<file path="src/rtl/i2c_slave_addr_frontend_if.sv">
// ---------------------------------------------------------------------------
// i2c_slave_addr_frontend_if
//   Bundles the raw I2C pins, the Data In controller done pulse and every
//   conditioned/control output of the address front end.
//
//   slave  modport : view of the front end itself (pins in, controls out)
//   master modport : view of whoever drives the pins and consumes the outputs
//
//   Signals:
//     SCL_in, SDA_in    raw bus pins
//     data_done         one-cycle done pulse from the Data In controller
//     SCL, SDA          filtered pins;  SCL_prev, SDA_prev  one cycle older
//     enable            write-data phase active
//     rw                captured R/W bit (1 = read)
//     addr_match        one-cycle pulse on own-address match
//     start_det/stop_det one-cycle START / STOP pulses
//     SDA_down          request to pull SDA low (address ACK)
//     bus_busy          bus owned between START and STOP
//     state_dbg         current FSM state encoding
// ---------------------------------------------------------------------------
interface i2c_slave_addr_frontend_if;
    logic       SCL_in;
    logic       SDA_in;
    logic       data_done;
    logic       SCL;
    logic       SCL_prev;
    logic       SDA;
    logic       SDA_prev;
    logic       enable;
    logic       rw;
    logic       addr_match;
    logic       start_det;
    logic       stop_det;
    logic       SDA_down;
    logic       bus_busy;
    logic [2:0] state_dbg;

    modport slave (
        input  SCL_in, SDA_in, data_done,
        output SCL, SCL_prev, SDA, SDA_prev, enable, rw, addr_match,
               start_det, stop_det, SDA_down, bus_busy, state_dbg
    );

    modport master (
        output SCL_in, SDA_in, data_done,
        input  SCL, SCL_prev, SDA, SDA_prev, enable, rw, addr_match,
               start_det, stop_det, SDA_down, bus_busy, state_dbg
    );
endinterface

</file>
<file path="src/rtl/i2c_slave_addr_frontend.sv">
// ---------------------------------------------------------------------------
// i2c_slave_addr_frontend
//   Upstream stage of the slave Data In controller. Synchronises and
//   glitch-filters SCL/SDA, detects START/STOP, shifts in the address byte,
//   compares it with SLAVE_ADDR and requests the address ACK. After a write
//   address is acknowledged, `enable` hands the conditioned bus to the
//   Data In controller.
//
//   Ports:
//     FPGA_clk  system clock (rising edge)
//     rst       asynchronous, active-low reset
//     bus       i2c_slave_addr_frontend_if.slave (pins, data_done, outputs)
//
//   Handshake with the Data In controller: `enable` is a level that stays
//   high for the whole write-data phase; `data_done` is a single-cycle pulse
//   that is only acted on while in ACTIVE and returns the FSM to IDLE
//   (bus_busy stays high until the STOP is seen).
// ---------------------------------------------------------------------------
module i2c_slave_addr_frontend #(
    parameter logic [6:0] SLAVE_ADDR  = 7'h42,
    parameter int         SYNC_STAGES = 2,
    parameter int         FILTER_LEN  = 3
) (
    input  logic                        FPGA_clk,
    input  logic                        rst,
    i2c_slave_addr_frontend_if.slave    bus
);

    localparam int CNT_W = $clog2(FILTER_LEN + 1);

    typedef enum logic [2:0] {
        IDLE   = 3'd0,
        ADDR   = 3'd1,
        ACK    = 3'd2,
        ACTIVE = 3'd3,
        IGNORE = 3'd4
    } state_t;

    // ---- conditioning: index 0 = SCL, index 1 = SDA ----
    logic [1:0]             pin_raw;
    logic [SYNC_STAGES-1:0] sync_q [2];
    logic [CNT_W-1:0]       cnt_q  [2];
    logic [1:0]             filt_q;
    logic [1:0]             prev_q;

    assign pin_raw = {bus.SDA_in, bus.SCL_in};

    // The filter only moves after the synchronised level has disagreed with
    // it for FILTER_LEN consecutive cycles; any agreeing sample restarts it.
    always_ff @(posedge FPGA_clk or negedge rst) begin
        if (!rst) begin
            for (int i = 0; i < 2; i++) begin
                sync_q[i] <= '1;
                cnt_q[i]  <= '0;
            end
            filt_q <= 2'b11;
            prev_q <= 2'b11;
        end else begin
            for (int i = 0; i < 2; i++) begin
                sync_q[i] <= {sync_q[i][SYNC_STAGES-2:0], pin_raw[i]};
                if (sync_q[i][SYNC_STAGES-1] != filt_q[i]) begin
                    if (cnt_q[i] == CNT_W'(FILTER_LEN - 1)) begin
                        filt_q[i] <= ~filt_q[i];
                        cnt_q[i]  <= '0;
                    end else begin
                        cnt_q[i] <= cnt_q[i] + 1'b1;
                    end
                end else begin
                    cnt_q[i] <= '0;
                end
            end
            prev_q <= filt_q;
        end
    end

    logic scl, scl_p, sda, sda_p;
    logic scl_rise, scl_fall, start_c, stop_c;

    assign scl      = filt_q[0];
    assign sda      = filt_q[1];
    assign scl_p    = prev_q[0];
    assign sda_p    = prev_q[1];
    assign scl_rise = scl & ~scl_p;
    assign scl_fall = ~scl & scl_p;
    assign start_c  = scl & scl_p & ~sda & sda_p;
    assign stop_c   = scl & scl_p & sda & ~sda_p;

    // ---- protocol FSM ----
    state_t     state_q;
    logic [2:0] bit_cnt_q;
    logic [6:0] shift_q;    // address bits only; the 8th bit goes straight to rw
    logic       byte_full_q; // all 8 bits in, waiting for the 8th SCL fall
    logic       match_q;
    logic       enable_q, rw_q, addr_match_q, start_det_q, stop_det_q;
    logic       sda_down_q, bus_busy_q;

    always_ff @(posedge FPGA_clk or negedge rst) begin
        if (!rst) begin
            state_q      <= IDLE;
            bit_cnt_q    <= '0;
            shift_q      <= '0;
            byte_full_q  <= 1'b0;
            match_q      <= 1'b0;
            enable_q     <= 1'b0;
            rw_q         <= 1'b0;
            addr_match_q <= 1'b0;
            start_det_q  <= 1'b0;
            stop_det_q   <= 1'b0;
            sda_down_q   <= 1'b0;
            bus_busy_q   <= 1'b0;
        end else begin
            start_det_q  <= start_c;
            stop_det_q   <= stop_c;
            addr_match_q <= 1'b0;

            // STOP outranks START in case both ever show up together.
            if (stop_c) begin
                state_q     <= IDLE;
                bus_busy_q  <= 1'b0;
                enable_q    <= 1'b0;
                sda_down_q  <= 1'b0;
                byte_full_q <= 1'b0;
            end else if (start_c) begin
                state_q     <= ADDR;
                bus_busy_q  <= 1'b1;
                enable_q    <= 1'b0;
                sda_down_q  <= 1'b0;
                rw_q        <= 1'b0;
                bit_cnt_q   <= '0;
                shift_q     <= '0;
                byte_full_q <= 1'b0;
            end else begin
                case (state_q)
                    IDLE: begin
                        bit_cnt_q <= '0;
                        shift_q   <= '0;
                    end
                    ADDR: begin
                        if (scl_rise && !byte_full_q) begin
                            bit_cnt_q <= bit_cnt_q + 1'b1;
                            if (bit_cnt_q == 3'd7) begin
                                rw_q        <= sda;
                                match_q     <= (shift_q == SLAVE_ADDR);
                                byte_full_q <= 1'b1;
                            end else begin
                                shift_q <= {shift_q[5:0], sda};
                            end
                        end else if (scl_fall && byte_full_q) begin
                            byte_full_q <= 1'b0;
                            if (match_q) begin
                                addr_match_q <= 1'b1;
                                sda_down_q   <= 1'b1;
                                state_q      <= ACK;
                            end else begin
                                sda_down_q <= 1'b0;
                                state_q    <= IGNORE;
                            end
                        end
                    end
                    ACK: begin
                        // Entered on the 8th fall, so the next fall ends the ACK bit.
                        if (scl_fall) begin
                            sda_down_q <= 1'b0;
                            enable_q   <= ~rw_q;
                            state_q    <= ACTIVE;
                        end
                    end
                    ACTIVE: begin
                        if (bus.data_done) begin
                            enable_q <= 1'b0;
                            state_q  <= IDLE;
                        end
                    end
                    IGNORE: begin
                        enable_q   <= 1'b0;
                        sda_down_q <= 1'b0;
                    end
                    default: state_q <= IDLE;
                endcase
            end
        end
    end

    assign bus.SCL        = scl;
    assign bus.SDA        = sda;
    assign bus.SCL_prev   = scl_p;
    assign bus.SDA_prev   = sda_p;
    assign bus.enable     = enable_q;
    assign bus.rw         = rw_q;
    assign bus.addr_match = addr_match_q;
    assign bus.start_det  = start_det_q;
    assign bus.stop_det   = stop_det_q;
    assign bus.SDA_down   = sda_down_q;
    assign bus.bus_busy   = bus_busy_q;
    assign bus.state_dbg  = state_q;

endmodule

</file>
<file path="src/flat_wrapper.sv">
// flat-port wrapper written by rule: the top's interface ports become plain ports
module i2c_slave_addr_frontend_flat 
#(
    parameter logic [6:0] SLAVE_ADDR  = 7'h42,
    parameter int         SYNC_STAGES = 2,
    parameter int         FILTER_LEN  = 3
)
  (FPGA_clk, rst, bus_SCL_in, bus_SDA_in, bus_data_done, bus_SCL, bus_SCL_prev, bus_SDA, bus_SDA_prev, bus_enable, bus_rw, bus_addr_match, bus_start_det, bus_stop_det, bus_SDA_down, bus_bus_busy, bus_state_dbg);
  i2c_slave_addr_frontend_if bus_i ();
  input  logic FPGA_clk;
  input  logic rst;
  input wire logic [$bits(bus_i.SCL_in)-1:0] bus_SCL_in;
  input wire logic [$bits(bus_i.SDA_in)-1:0] bus_SDA_in;
  input wire logic [$bits(bus_i.data_done)-1:0] bus_data_done;
  output wire logic [$bits(bus_i.SCL)-1:0] bus_SCL;
  output wire logic [$bits(bus_i.SCL_prev)-1:0] bus_SCL_prev;
  output wire logic [$bits(bus_i.SDA)-1:0] bus_SDA;
  output wire logic [$bits(bus_i.SDA_prev)-1:0] bus_SDA_prev;
  output wire logic [$bits(bus_i.enable)-1:0] bus_enable;
  output wire logic [$bits(bus_i.rw)-1:0] bus_rw;
  output wire logic [$bits(bus_i.addr_match)-1:0] bus_addr_match;
  output wire logic [$bits(bus_i.start_det)-1:0] bus_start_det;
  output wire logic [$bits(bus_i.stop_det)-1:0] bus_stop_det;
  output wire logic [$bits(bus_i.SDA_down)-1:0] bus_SDA_down;
  output wire logic [$bits(bus_i.bus_busy)-1:0] bus_bus_busy;
  output wire logic [$bits(bus_i.state_dbg)-1:0] bus_state_dbg;
  assign bus_i.SCL_in = bus_SCL_in;
  assign bus_i.SDA_in = bus_SDA_in;
  assign bus_i.data_done = bus_data_done;
  assign bus_SCL = bus_i.SCL;
  assign bus_SCL_prev = bus_i.SCL_prev;
  assign bus_SDA = bus_i.SDA;
  assign bus_SDA_prev = bus_i.SDA_prev;
  assign bus_enable = bus_i.enable;
  assign bus_rw = bus_i.rw;
  assign bus_addr_match = bus_i.addr_match;
  assign bus_start_det = bus_i.start_det;
  assign bus_stop_det = bus_i.stop_det;
  assign bus_SDA_down = bus_i.SDA_down;
  assign bus_bus_busy = bus_i.bus_busy;
  assign bus_state_dbg = bus_i.state_dbg;
  i2c_slave_addr_frontend #(.SLAVE_ADDR(SLAVE_ADDR), .SYNC_STAGES(SYNC_STAGES), .FILTER_LEN(FILTER_LEN)) u_core (.FPGA_clk(FPGA_clk), .rst(rst), .bus(bus_i));
endmodule
</file>
<file path="config.mk">
export PLATFORM = sky130hd
export DESIGN_NAME = i2c_slave_addr_frontend_flat
export DESIGN_NICKNAME = d
export VERILOG_FILES = /design/src/rtl/i2c_slave_addr_frontend_if.sv /design/src/rtl/i2c_slave_addr_frontend.sv /design/src/flat_wrapper.sv
export SDC_FILE = /design/constraint.sdc
export NUM_CORES = 1
export LEC_CHECK = 0
export ABC_CLOCK_PERIOD_IN_PS = 2000
export BUFFER_PORTS_ARGS = -buffer_cell sky130_fd_sc_hd__buf_4
export CAP_MARGIN = 20
export CORE_MARGIN = 1.5
export CORE_UTILIZATION = 56
export CTS_CLUSTER_DIAMETER = 60
export DETAILED_ROUTE_END_ITERATION = 10
export GPL_TIMING_DRIVEN = 0
export PLACE_DENSITY_LB_ADDON = 0.05
export RECOVER_POWER = 50
export SKIP_CTS_REPAIR_TIMING = 1
export SKIP_LAST_GASP = 1
export SYNTH_ARGS = -nofsm -noshare
export SYNTH_HDL_FRONTEND = slang
export SYNTH_SLANG_ARGS = --single-unit
export TNS_END_PERCENT = 50
</file>
<file path="constraint.sdc">
create_clock -name FPGA_clk -period 2 [get_ports FPGA_clk]
set_clock_uncertainty 0.2 [all_clocks]
set_input_delay 0.1 -clock FPGA_clk [delete_from_list [all_inputs] [get_ports FPGA_clk]]
set_output_delay 0.1 -clock FPGA_clk [all_outputs]
set_load 0.05 [all_outputs]
</file>
==> run_results.csv <==
group,metric,value,unit
status,status,"completed",
floorplan,std_cell_rows,18,
cells_and_area,final_layout_size_suffix_gt1_share,37.66,%
timing,final_critical_period,1.924,ns
synthesis,synth_area,1523,um^2
floorplan,die_h,55.15,um
global_route,global_route_usage_over_all_layers,22.49,%
cts,tritoncts_num_sinks,34,
power,power-per-cell-area,1340,nW/um^2
timing,finalHoldViolCount,0,
cts,clock_slew_at_the_register_clock_pins_of_the_worst_setup_and_hold_paths,0.11,ns
cells_and_area,antenna-diode-count,0,
global_route,global_route.usage.met2,31.35,%
synthesis,avg_synthesized_cell_area,12.48,um^2
global_route,grt_antenna_before_repair,0,
worst_setup_path,end_kind,"register",
synthesis,synth_fp_nets,129,
cts,max-clock-path-buffers,2,
synthesis,synth_common_cells,"sky130_fd_sc_hd__dfrtp_1, sky130_fd_sc_hd__dfstp_2, sky130_fd_sc_hd__a22o_1",
timing,hold-worst-slack,0.1608,ns
cells_and_area,synth_to_final_area_change,21.77,%
cts,root_buffer,"sky130_fd_sc_hd__clkbuf_4",
synthesis,asyncSetResetFlopFracSynth,100.0,%
route,avgRoutedWirePerCell,15.77,um
job,cap_violations,0,
route,via_per_inst,5.962,
global_route,first_pass_grt_wire_length,4567,um
worst_setup_path,crit_required,2.03,ns
synthesis,syn_inst,122,
timing,timing.final.crit_share,96.18,%
place,placement.io_buffers,18,
synthesis,yosysWarningCount,0,
cts,cts_buffers,5,
place,final_weighted_congestion_in_routability_driven_placement,0.8113,
place,dp_hpwl,1879,um
synthesis,synth_sequential_area_ratio,56.53,%
route,initialDrtViolationCount,25,
timing,tightest_slew,0.8160,ns
global_route,number_of_global_route_vias_before_repair,972,
global_route,grt-busiest-layer,"met2",
worst_setup_path,cp-start-kind,"register",
synthesis,synthMostInstantiatedCell,"sky130_fd_sc_hd__dfrtp_1",
power,peakVddDrop,1.156,mV
route,firstDrtPassIters,4,
worst_setup_path,critical_path.slowest_cell,"sky130_fd_sc_hd__dfstp_2",
cts,cts_tree,"done",
timing,achievable-frequency,519.8,MHz
synthesis,post_synth_num_cell_types,49,
timing,setup_viol_count_final,0,
power,leakagePower,0.8800,nW
timing,max_slew_violation_count,0,
synthesis,postSynth.topFlopCell,"sky130_fd_sc_hd__dfrtp_1",
cts,worst_skew_pair.late_latency,0.35,ns
route,post_route_antenna_net_violation_count,0,
synthesis,synth_largest_area_cell,"sky130_fd_sc_hd__dfrtp_1",
floorplan,ios,19,
synthesis,synth.area.top_cells,"sky130_fd_sc_hd__dfrtp_1, sky130_fd_sc_hd__dfstp_2, sky130_fd_sc_hd__a22o_1",
synthesis,count_of_state_elements_after_synthesis,34,
synthesis,number_of_flops_mapped_to_enable_cells_by_yosys,0,
cells_and_area,nNetsFinal,160,
timing,timing.max_slew.rel_slack,45.60,%
worst_setup_path,critPathArrivalTime,1.96,ns
worst_setup_path,critical-path-max-stage-delay,0.57,ns
global_route,use_met1,31.21,%
floorplan,fp.dieW,55.15,um
floorplan,die-area,3041,um^2
route,drc,0,
min_path,timing.hold.worst.class,"primary input to async pin",
global_route,globalRouteOverflowTotal,0,
worst_setup_path,worst-setup-path-type,"register to register",
route,num_vias,1097,
worst_setup_path,timing.critical_path.fanout_max,4,
timing,rsz0062_at_grt,"yes",
floorplan,initial_utilization,60.37,%
synthesis,synthDominantCellAreaShare,42.73,%
cts,cts_h_tree_depth,2,
global_route,gr-usage-met3,5.645,%
route,postRouteWirelength,2901,um
floorplan,floorplan.core_area,2522,um^2
cells_and_area,final_util,73.51,%
worst_setup_path,timing.critical_path.cells,"or3b_4 > a211oi_2 > o21ai_2 > mux2_4",
global_route,largest_net_degree_at_the_start_of_global_routing,35,
-- cells in the final DEF, fill, tap and decap left out, types with 2 or more instances in the layout --
| master | n |
|---|---|
| sky130_fd_sc_hd__mux2_2 | 3 |
| sky130_fd_sc_hd__dfstp_2 | 8 |
| sky130_fd_sc_hd__buf_4 | 19 |
| sky130_fd_sc_hd__a32o_1 | 2 |
| sky130_fd_sc_hd__nand2_1 | 3 |
| sky130_fd_sc_hd__xnor2_1 | 2 |
| sky130_fd_sc_hd__nor3_1 | 4 |
| sky130_fd_sc_hd__nor3b_1 | 4 |
| sky130_fd_sc_hd__dfrtp_1 | 26 |
| sky130_fd_sc_hd__a22o_2 | 2 |
| sky130_fd_sc_hd__a22o_1 | 7 |
| sky130_fd_sc_hd__a21oi_1 | 5 |
| sky130_fd_sc_hd__clkinv_2 | 2 |
| sky130_fd_sc_hd__inv_1 | 5 |
| sky130_fd_sc_hd__buf_2 | 3 |
| sky130_fd_sc_hd__ha_1 | 2 |
| sky130_fd_sc_hd__buf_6 | 2 |
| sky130_fd_sc_hd__o21ai_0 | 5 |
| sky130_fd_sc_hd__clkbuf_4 | 7 |
| sky130_fd_sc_hd__nor2b_1 | 4 |
| sky130_fd_sc_hd__nand3_1 | 2 |
| sky130_fd_sc_hd__dlygate4sd3_1 | 4 |
-- cell type report --
| cell class | instances | area [um^2] |
|---|---|---|
| plain buffers | 8 | 56.30 |
| clock buffers | 5 | 37.54 |
| clock inverters | 3 | 40.04 |
| fillers | 186 | 668.1 |
| inverters | 5 | 18.77 |
| multi-input cells | 75 | 615.6 |
| flip-flops and latches | 34 | 860.8 |
| well taps | 30 | 37.54 |
| repair buffers | 24 | 187.7 |
-- cells by family after synthesis --
family | after synthesis | share of synthesized area, %
AND/OR/NAND/NOR | 33 | 15.12
flip-flops | 34 | 56.53
adder cells (fa/ha/maj) | 2 | 1.643
buffers and inverters | 13 | 4.929
XOR/XNOR | 3 | 1.726
multiplexers | 5 | 3.862
AO/OA/AOI/OAI | 32 | 16.19
-- per-layer routing --
layer	share of wire [%]	wire (um)
met4	1.6	45
met1	46	1323
met3	6.2	179
met2	47	1351
met5	0	0
-- path summary, 6_finish.rpt --
check	cells past startpoint	start	slack (ns)	to
worst max-delay path	4	u_core.filt_q[0]	0.08	u_core.bit_cnt_q[0]
worst min-delay path	2	rst	0.16	u_core.cnt_q[3]
worst max register to register	4	u_core.filt_q[0]	0.08	u_core.bit_cnt_q[0]
worst min register to register	0	u_core.sync_q[0]	0.16	u_core.sync_q[1]
max in group asynchronous	2	rst	0.92	u_core.bit_cnt_q[0]
min in group FPGA_clk	0	u_core.sync_q[0]	0.16	u_core.sync_q[1]
-- worst max-delay path: cells and delay by family (launching register included) --
kind	cells	cell delay [ns]
AO/OA/AOI/OAI	2	0.36
flip-flops	1	0.57
multiplexers	1	0.27
AND/OR/NAND/NOR	1	0.41
-- through the flow --
stage          setup slack, ns  TNS [ns]  instance area [um^2]  total power [W]  instances
3_3_place_gp           0.08911         0                  1713         0.001907        170
4_1_cts                0.05368         0                  1790         0.002439        178
2_1_floorplan         -0.02736  -0.05086                  1540         0.001676        122
3_5_place_dp           0.07545         0                  1713         0.001936        170
6_report               0.07636         0                  1854         0.002485        184
5_1_grt               -0.01195  -0.01195                  1854         0.002590        184
-- registers in the layout, summed over array words and instances (netlist names) --
signal	count
u_core.bus.state_dbg	3
u_core.cnt_q	4
u_core.bus.SDA_down	1
u_core.bus.enable	1
u_core.prev_q	2
u_core.filt_q	2
u_core.shift_q	7
u_core.bus.bus_busy	1
u_core.sync_q	4
u_core.bus.start_det	1
u_core.byte_full_q	1
u_core.bus.rw	1
u_core.bus.addr_match	1
u_core.bus.stop_det	1
u_core.match_q	1
u_core.bit_cnt_q	3
-- power breakdown --
part	internal, W	switching [W]
logic	0.000399	0.000656
registers	0.000842	0.0000921
clock network	0.000259	0.000239
(Power assumes the default switching activity.)
